<file path="config.mk">
export PLATFORM = sky130hd
export DESIGN_NAME = misr_bist_compactor
export DESIGN_NICKNAME = d
export VERILOG_FILES = /design/src/rtl/misr_pkg.sv /design/src/rtl/misr_core.sv /design/src/rtl/misr_bist_compactor.sv
export SDC_FILE = /design/constraint.sdc
export NUM_CORES = 1
export LEC_CHECK = 0
export CORE_ASPECT_RATIO = 0.6
export CORE_MARGIN = 2
export CORE_UTILIZATION = 40
export DETAILED_ROUTE_END_ITERATION = 10
export PLACE_DENSITY = 0.67
export SLEW_MARGIN = 15
export SYNTH_ARGS = -nofsm -noshare
export SYNTH_HDL_FRONTEND = slang
export SYNTH_SLANG_ARGS = --single-unit
</file>
<file path="constraint.sdc">
create_clock -name clk -period 3 [get_ports clk]
set_clock_uncertainty 0.05 [all_clocks]
set_input_delay 0.45 -clock clk [delete_from_list [all_inputs] [get_ports clk]]
set_output_delay 0.45 -clock clk [all_outputs]
set_load 0.005 [all_outputs]
</file>
<file path="src/rtl/misr_pkg.sv">
// Shared definitions for signature-register blocks: session states, the
// Galois MISR step function and reference feedback polynomials.
package misr_pkg;

    localparam int unsigned MISR_MAX_W = 64;

    localparam logic [3:0]  MISR_POLY_W4  = 4'h3;
    localparam logic [7:0]  MISR_POLY_W8  = 8'h1D;
    localparam logic [15:0] MISR_POLY_W16 = 16'h1021;
    localparam logic [31:0] MISR_POLY_W32 = 32'h04C11DB7;

    typedef enum logic [1:0] {
        ST_IDLE = 2'd0,
        ST_RUN  = 2'd1,
        ST_DONE = 2'd2
    } misr_state_e;

    // Operands are zero-extended to MISR_MAX_W; bits at and above 'width' are cleared.
    function automatic logic [MISR_MAX_W-1:0] misr_step(
        input logic [MISR_MAX_W-1:0] sig,
        input logic [MISR_MAX_W-1:0] data,
        input logic [MISR_MAX_W-1:0] poly,
        input int unsigned           width
    );
        logic [MISR_MAX_W-1:0] mask;
        logic [MISR_MAX_W-1:0] fb;
        mask = (width >= MISR_MAX_W) ? '1
             : ((MISR_MAX_W'(1) << width) - MISR_MAX_W'(1));
        fb   = (|(sig & (MISR_MAX_W'(1) << (width - 1)))) ? poly : '0;
        return ((sig << 1) ^ fb ^ data) & mask;
    endfunction

endpackage

</file>
<file path="src/rtl/misr_core.sv">
// Signature register: loads SEED on load, folds in_data in with the
// Galois step on enable, otherwise holds.
module misr_core
    import misr_pkg::*;
#(
    parameter int unsigned      WIDTH = 32,
    parameter logic [WIDTH-1:0] POLY  = 32'h04C11DB7,
    parameter logic [WIDTH-1:0] SEED  = 1
) (
    input  logic             clk,
    input  logic             reset,
    input  logic             load,
    input  logic             enable,
    input  logic [WIDTH-1:0] in_data,
    output logic [WIDTH-1:0] signature
);

    logic [WIDTH-1:0] sig_q;
    logic [WIDTH-1:0] sig_d;

    always_comb begin
        sig_d = sig_q;
        if (load) begin
            sig_d = SEED;
        end else if (enable) begin
            sig_d = WIDTH'(misr_step(MISR_MAX_W'(sig_q), MISR_MAX_W'(in_data),
                                     MISR_MAX_W'(POLY), WIDTH));
        end
    end

    always_ff @(posedge clk or posedge reset) begin
        if (reset) begin
            sig_q <= SEED;
        end else begin
            sig_q <= sig_d;
        end
    end

    assign signature = sig_q;

endmodule

</file>
<file path="src/rtl/misr_bist_compactor.sv">
// BIST session controller around misr_core: counts response beats,
// then compares the final signature against the golden value.
module misr_bist_compactor
    import misr_pkg::*;
#(
    parameter int unsigned      WIDTH = 32,
    parameter logic [WIDTH-1:0] POLY  = 32'h04C11DB7,
    parameter logic [WIDTH-1:0] SEED  = 1,
    parameter int unsigned      CNT_W = 16
) (
    input  logic             clk,
    input  logic             reset,
    input  logic             start,
    input  logic             abort,
    input  logic [CNT_W-1:0] pattern_count,
    input  logic [WIDTH-1:0] golden,
    input  logic             in_valid,
    input  logic [WIDTH-1:0] in_data,
    output logic             busy,
    output logic             done,
    output logic             pass,
    output logic [WIDTH-1:0] signature
);

    misr_state_e      state_q;
    logic [CNT_W-1:0] cnt_q;
    logic [WIDTH-1:0] golden_q;
    logic             done_q;
    logic             pass_q;

    logic             accept_start;
    logic             beat;
    logic [WIDTH-1:0] step;

    // start is only honoured outside RUN; abort masks a coincident beat.
    assign accept_start = start && (state_q != ST_RUN);
    assign beat         = (state_q == ST_RUN) && in_valid && !abort;
    assign step         = WIDTH'(misr_step(MISR_MAX_W'(signature), MISR_MAX_W'(in_data),
                                           MISR_MAX_W'(POLY), WIDTH));

    misr_core #(
        .WIDTH (WIDTH),
        .POLY  (POLY),
        .SEED  (SEED)
    ) u_core (
        .clk       (clk),
        .reset     (reset),
        .load      (accept_start),
        .enable    (beat),
        .in_data   (in_data),
        .signature (signature)
    );

    always_ff @(posedge clk or posedge reset) begin
        if (reset) begin
            state_q  <= ST_IDLE;
            cnt_q    <= '0;
            golden_q <= '0;
            done_q   <= 1'b0;
            pass_q   <= 1'b0;
        end else begin
            case (state_q)
                ST_IDLE, ST_DONE: begin
                    if (start) begin
                        golden_q <= golden;
                        cnt_q    <= pattern_count;
                        if (pattern_count == '0) begin
                            state_q <= ST_DONE;
                            done_q  <= 1'b1;
                            pass_q  <= (SEED == golden);
                        end else begin
                            state_q <= ST_RUN;
                            done_q  <= 1'b0;
                            pass_q  <= 1'b0;
                        end
                    end
                end
                ST_RUN: begin
                    if (abort) begin
                        state_q <= ST_IDLE;
                        done_q  <= 1'b0;
                        pass_q  <= 1'b0;
                    end else if (in_valid) begin
                        cnt_q <= cnt_q - CNT_W'(1);
                        if (cnt_q == CNT_W'(1)) begin
                            state_q <= ST_DONE;
                            done_q  <= 1'b1;
                            pass_q  <= (step == golden_q);
                        end
                    end
                end
                default: begin
                    state_q <= ST_IDLE;
                    done_q  <= 1'b0;
                    pass_q  <= 1'b0;
                end
            endcase
        end
    end

    assign busy = (state_q == ST_RUN);
    assign done = done_q;
    assign pass = pass_q;

endmodule

</file>
Word level (Yosys, flattened, before mapping)
Cells that the tools add are included.
Widths: inputs -> output; s select.
{"block": "totals", "latchBits": 0, "in_bits": 85, "register_bits": 84, "memories": 0, "output_inout_bits": 35, "mem_bits_rw": 0, "rom_bits": 0, "elab_cells": 57}
{"block": "op_classes", "eq_ne": 11, "n_reduce_logical": 12, "mux": 25, "n_shift": 0, "n_lt_le_gt_ge": 0, "n_addsub": 1, "multipliers": 0, "bitwise": 2, "div_mod_pow": 0}
{"op": "$mux 32", "n": 2}
{"op": "$xor 32x32->32", "n": 2}
{"op": "$mux 16", "n": 3}
{"op": "$eq 1x32->1 const A", "n": 1}
{"op": "$eq 32x32->1", "n": 1}
{"op": "$pmux 16 s2", "n": 1}
{"op": "$mux 27", "n": 1}
{"op": "$eq 16x1->1 const B", "n": 1}
{"op": "$logic_not 16->1", "n": 1}
{"op": "$sub 16x1->16 const B", "n": 1}
{"op": "$mux 1", "n": 10}
{"op": "$mux 2", "n": 5}
{"op": "$ne 2x2->1 const B", "n": 3}
{"op": "$pmux 1 s2", "n": 2}
{"op": "$pmux 2 s2", "n": 1}
{"op": "$reduce_and 4->1", "n": 1}
{"op": "$reduce_bool 2->1", "n": 2}
{"op": "$logic_and 1x1->1", "n": 3}
{"op": "$ne 3x2->1 const B", "n": 1}
{"op": "$ne 3x3->1 const B", "n": 1}
{"op": "$reduce_and 3->1", "n": 1}
{"op": "$eq 2x1->1 const B", "n": 1}
{"op": "$eq 2x2->1 const B", "n": 1}
{"op": "$logic_not 2->1", "n": 1}
{"op": "4 further kinds", "n": 4}

Longest topological paths before layout
{"block": "logic_depth", "ltp_word": 8, "mapped_depth": 7, "depth_no_buf": 7}

Hierarchy
Synthesis repeated with hierarchy kept, for this count alone.
{"block": "unflattened", "cells_unflattened": 471, "area_unflattened_um2": 4994.8}
{"module": "misr_bist_compactor", "cells_each": 325, "area_per_inst_um2": 3233.1, "instances": 1, "seq_area_each_um2": 1276.2}
{"module": "misr_core", "cells_each": 146, "area_per_inst_um2": 1761.7, "instances": 1, "seq_area_each_um2": 802.0}

Least setup slack after synthesis
No wires, ideal clock.
{"block": "synth_path", "kind": "register to register", "startpoint": "reg u_core.sig_q[0], in the netlist u_core.signature[0]", "endpoint": "reg pass_q, in the netlist pass", "t_required_ns": 2.855, "stages_incl_launch_ff": 6, "synth_period_minus_slack_ns": 1.797, "setup_ns": 0.095, "path_buffers": 0, "slack_ns": 1.203, "t_arrival_ns": 1.651, "cell_sequence": "dfstp_2 > xor3_1 > or2_2 > mux2i_1 > nand4_1 > o31ai_1"}
{"block": "synth_between", "elab_chain_cells": 7}
{"element": "start: declaration", "line_no": "misr_core.sv:18", "source": "logic [WIDTH-1:0] sig_q;"}
{"element": "start signal: assignment", "line_no": "misr_core.sv:35", "source": "sig_q <= sig_d;"}
{"element": "$xor 32x32->32 (2 in series)"}
{"element": "$eq 32x32->1", "line_no": "misr_bist_compactor.sv:88", "source": "pass_q <= (step == golden_q);"}
{"element": "$mux 1", "line_no": "misr_bist_compactor.sv:85", "source": "if (cnt_q == CNT_W'(1)) begin"}
{"element": "$mux 1", "line_no": "misr_bist_compactor.sv:83", "source": "end else if (in_valid) begin"}
{"element": "$mux 1", "line_no": "misr_bist_compactor.sv:79", "source": "if (abort) begin"}
{"element": "$pmux 1 s2", "line_no": "misr_bist_compactor.sv:62", "source": "case (state_q)"}
{"element": "end signal: assignment", "line_no": "misr_bist_compactor.sv:70", "source": "pass_q <= (SEED == golden);"}
{"element": "end signal: assignment", "line_no": "misr_bist_compactor.sv:88"}
{"element": "end: declaration", "line_no": "misr_bist_compactor.sv:29", "source": "logic pass_q;"}
No other way between the ends. The select of a mux whose other input is x is not followed.
A chain may end at the register's enable or synchronous reset.

Worst setup path in the final report
{"block": "layout_path", "startpoint": "reg state_q[0]", "endpoint": "out busy"}
{"block": "layout_between", "elab_chain_cells": 1}
{"element": "start: declaration", "line_no": "misr_bist_compactor.sv:25", "source": "misr_state_e state_q;"}
{"element": "start signal: assignment", "line_no": "misr_bist_compactor.sv:56", "source": "state_q <= ST_IDLE;"}
{"element": "start signal: assignment", "line_no": "misr_bist_compactor.sv:68", "source": "state_q <= ST_DONE;"}
{"element": "start signal: assignment", "line_no": "misr_bist_compactor.sv:72", "source": "state_q <= ST_RUN;"}
{"element": "$eq 2x1->1", "line_no": "misr_bist_compactor.sv:101", "source": "assign busy = (state_q == ST_RUN);"}
{"element": "end: declaration", "line_no": "misr_bist_compactor.sv:19", "source": "output logic busy,"}
No other way between the ends.

==> run summary <==
The number of buffers between clock root and the deepest sink is 2. Yosys mapped a number of flops with a built-in enable equal to 0. Post-CTS repair changed the size of 0 cells. The post-synthesis sequential area ratio came out at 0.443. The number of sinks on the clock net is 83. In the routed design, unresolved DRC markers number 0.

The xor/xnor share of the synthesized area is 0.186. The register clock-pin slew on the reported worst setup and hold paths is 0.06 ns. The minimum clock period after layout came out at approximately 2.4 ns. The worst hold slack across all endpoints is 0.444 ns. The global-route wire length before repair came out at approximately 22000 µm. The worst register-to-register path has a depth of 6. The number of buffers added for setup after CTS came out at 0. Yosys instantiated no cell more often than nand2_1.

The insertion delay of the later-clocked pin in the worst-skew pair came out at 0.35 ns. The cell count of the worst hold path came out at 2. IR analysis of the VDD net gives a maximum drop of 357 µV. The width of the chip is ~140 µm.

The total power divided by cell area came out at 748 nW/µm². Setup repair after global routing left no endpoint under its margin. Ranked by total cell area, the synthesized netlist is headed by dfrtp_1, nand2_1, xnor2_1.

Fill cells in the final layout number 1018. The number of warning messages in the yosys log is 0. The area of the die came out at 12600 µm². The multiplexer fraction of the synthesized cell area is 0.00640. After global routing the overflow that remains totals 0.

The classification of the worst setup path is reg2out. The post-synthesis cell type count came out at 46. The classification of the worst-slack hold path is reg2reg. In this run the clock root is driven by a clkbuf_16. The area fraction in compound gates after synthesis is 0.123. The worst endpoint data arrival time came out at 1.91 ns. The final count of hold timing violations came to 0. Tracing the worst setup path back leads to its startpoint at state_q[0]. The core box area is 11400 µm².

The most used flip-flop cell after synthesis is dfrtp_1. The count of max-cap constraint violations came out at 0. The final route contains 4127 vias. The largest family of logic cells by synthesized area is simple AND/OR/NAND/NOR gates. In the finished design, the share of the clock period the worst path needs comes to 0.805. The count of nets left with antenna violations once routing finished came out at 0.

After synthesis the cells add up to roughly 4700 µm². The layout net count came out at 703. The commonest cells after synthesis are nand2_1, dfrtp_1, o21ai_0, xnor2_1, clkbuf_1. For this design, the CTS-stage hold fixing added 0 buffers. In this run the critical register-to-register path is captured at pass.

The average wire length per cell after detail routing is 18.0 µm. The number of H-tree branching levels came out at 3. From synthesis to final layout, the design area changed by 35.9%. The ratio of cells with drive above 1 in the final layout came out at 0.0564. The worst setup path is captured at an output port. The number of antenna violations at the first check in global routing came to 0. The overall routing resource usage is 0.236. The highest fanout seen on the critical path is 14. For the final routed database, the setup TNS stands at 0 ns. The via count of the first global-routing pass came out at roughly 4k. The CTS tree is yes. The per-cell via count in the routed design is 5.28. The total wire length came out at approximately 14000 µm. The floorplan row count is 30. The number of inserted diodes came out at 0. Entering global routing, the biggest net connects 84 pins. Across all register-to-register paths, the minimum setup slack is 0.63 ns. The count of buffers from port buffering is between 100 and 150. For this run, asynchronously set or reset flops after synthesis account for 1.00.

Synthesis produced a netlist whose cell count is 500. The number of buffers created by CTS is 9. The die span in y came out at 87.9 µm.

The headroom to the max-slew limit is 0.517. The fraction of the mapped netlist area in simple logic gates came out at 0.207. The area share of the leading cell type in the synthesized netlist came out at 0.437. The run finished with clean final reports. Of the total synthesized cell area, the portion taken by full adders, half adders and majority gates is 0.00533. The number of max-slew violations in the final report came out at 0. The transition time at the pin with the least slew margin came out at approximately 0.7 ns. In this run the critical register-to-register path is launched from u_core.signature[31]. The number of iterations in the first detailed-routing pass is 5. Total power for the finished layout comes to 4.77 mW.

The critical path capture point is busy. The final setup violation count is 0. The starting utilization of the core area is 0.413. After synthesis the netlist holds a flip-flop and latch count of a little over 80. The HPWL after detailed placement is ~10000 µm. Timing would allow up to 414 MHz. The biggest area contributor in the post-synthesis netlist is dfrtp_1. The final RePlAce weighted congestion came out at 0.854. The mean post-synth cell area is 9.38 µm². The leakage power total is 2.72 nW. For the worst setup path, the data required time is 2.50 ns.

The worst setup path is launched from a flop. The number of design-rule violations left by the first detailed-router iteration is 350. Pin placement for this block handled 120 I/O pins.

When the netlist entered floorplanning its net count stood at 587.
how the worst min path moves through the flow:
stage,start,endpoint
6_report,golden_q[17],golden_q[17]
2_1_floorplan,golden_q[28],golden_q[28]
3_5_place_dp,golden_q[6],golden_q[6]
4_1_cts,golden_q[17],golden_q[17]
5_1_grt,golden_q[28],golden_q[28]
3_3_place_gp,golden_q[17],golden_q[17]
cell families (layout without fill, tap and decap cells):
kind of cell / count (synthesis) / in the layout
xor gates and xnor gates: 74 / 74
adders and majority gates: 2 / 2
buffers and inverters: 30 / 151
AOI/OAI and AO/OA: 95 / 95
and+or+nand+nor: 213 / 213
muxes: 3 / 3
DFF: 83 / 83
report_power, final:
part / switching [mW] / internal (mW) / leakage [nW]
clock: 0.487 / 0.675 / 0.149
sequential: 0.381 / 1.44 / 1.06
combinational: 0.855 / 0.929 / 1.52
total: 1.72 / 3.04 / 2.72
state kept, by name (all words and copies together), names as in the netlist:
signal	count
golden_q	32
u_core.signature	32
cnt_q	16
done	1
pass	1
state_q	1
layer usage:
metal  up-vias  track usage  part of all wire
met1      2015        0.369              0.51
met2       140        0.336              0.42
met3         8       0.0580             0.068
li1       1964            -                 -
met5         -            0                 0
met4         0       0.0330            0.0059
critical path, stage by stage (launching register included):
cell and delay (ns):
dfrtp_1 0.51, nand2b_1 0.11, inv_1 0.36, clkdlybuf4s50_1 0.59
metrics by stage:
stage	util	worst slack [ns]	instances	instance area, µm²
after global placement	0.533	0.556	765	6060
final	0.561	0.586	781	6380
after global routing	0.561	0.511	781	6380
after floorplan	-	0.365	500	4690
after CTS	0.561	0.606	781	6380
after detailed placement	0.533	0.512	765	6060
cell type report:
cell class	instances	area [µm²]	area share
clock inverters	6	72.6	0.0114
inverters	6	23.8	0.00373
multi-input cells	387	2480	0.390
repair buffers	129	1280	0.201
well taps	160	200	0.0314
flip-flops and latches	83	2080	0.326
clock buffers	10	239	0.0375
layout by cell type, fill, tap and decap left out, drive strengths merged, types with 6 or more instances in the layout:
master,netlist,final
nand2,130,130
clkdlybuf4s50,0,119
dfrtp,82,82
xnor2,51,51
o21ai,51,51
nor4,20,20
nor2,19,19
xnor3,14,14
a21oi,13,13
clkbuf,22,10
buf,2,10
nand3,8,8
nand4,8,8
xor2,8,8
nor3,7,7
a22oi,6,6
inv,6,6
(Power assumes the default switching activity.)
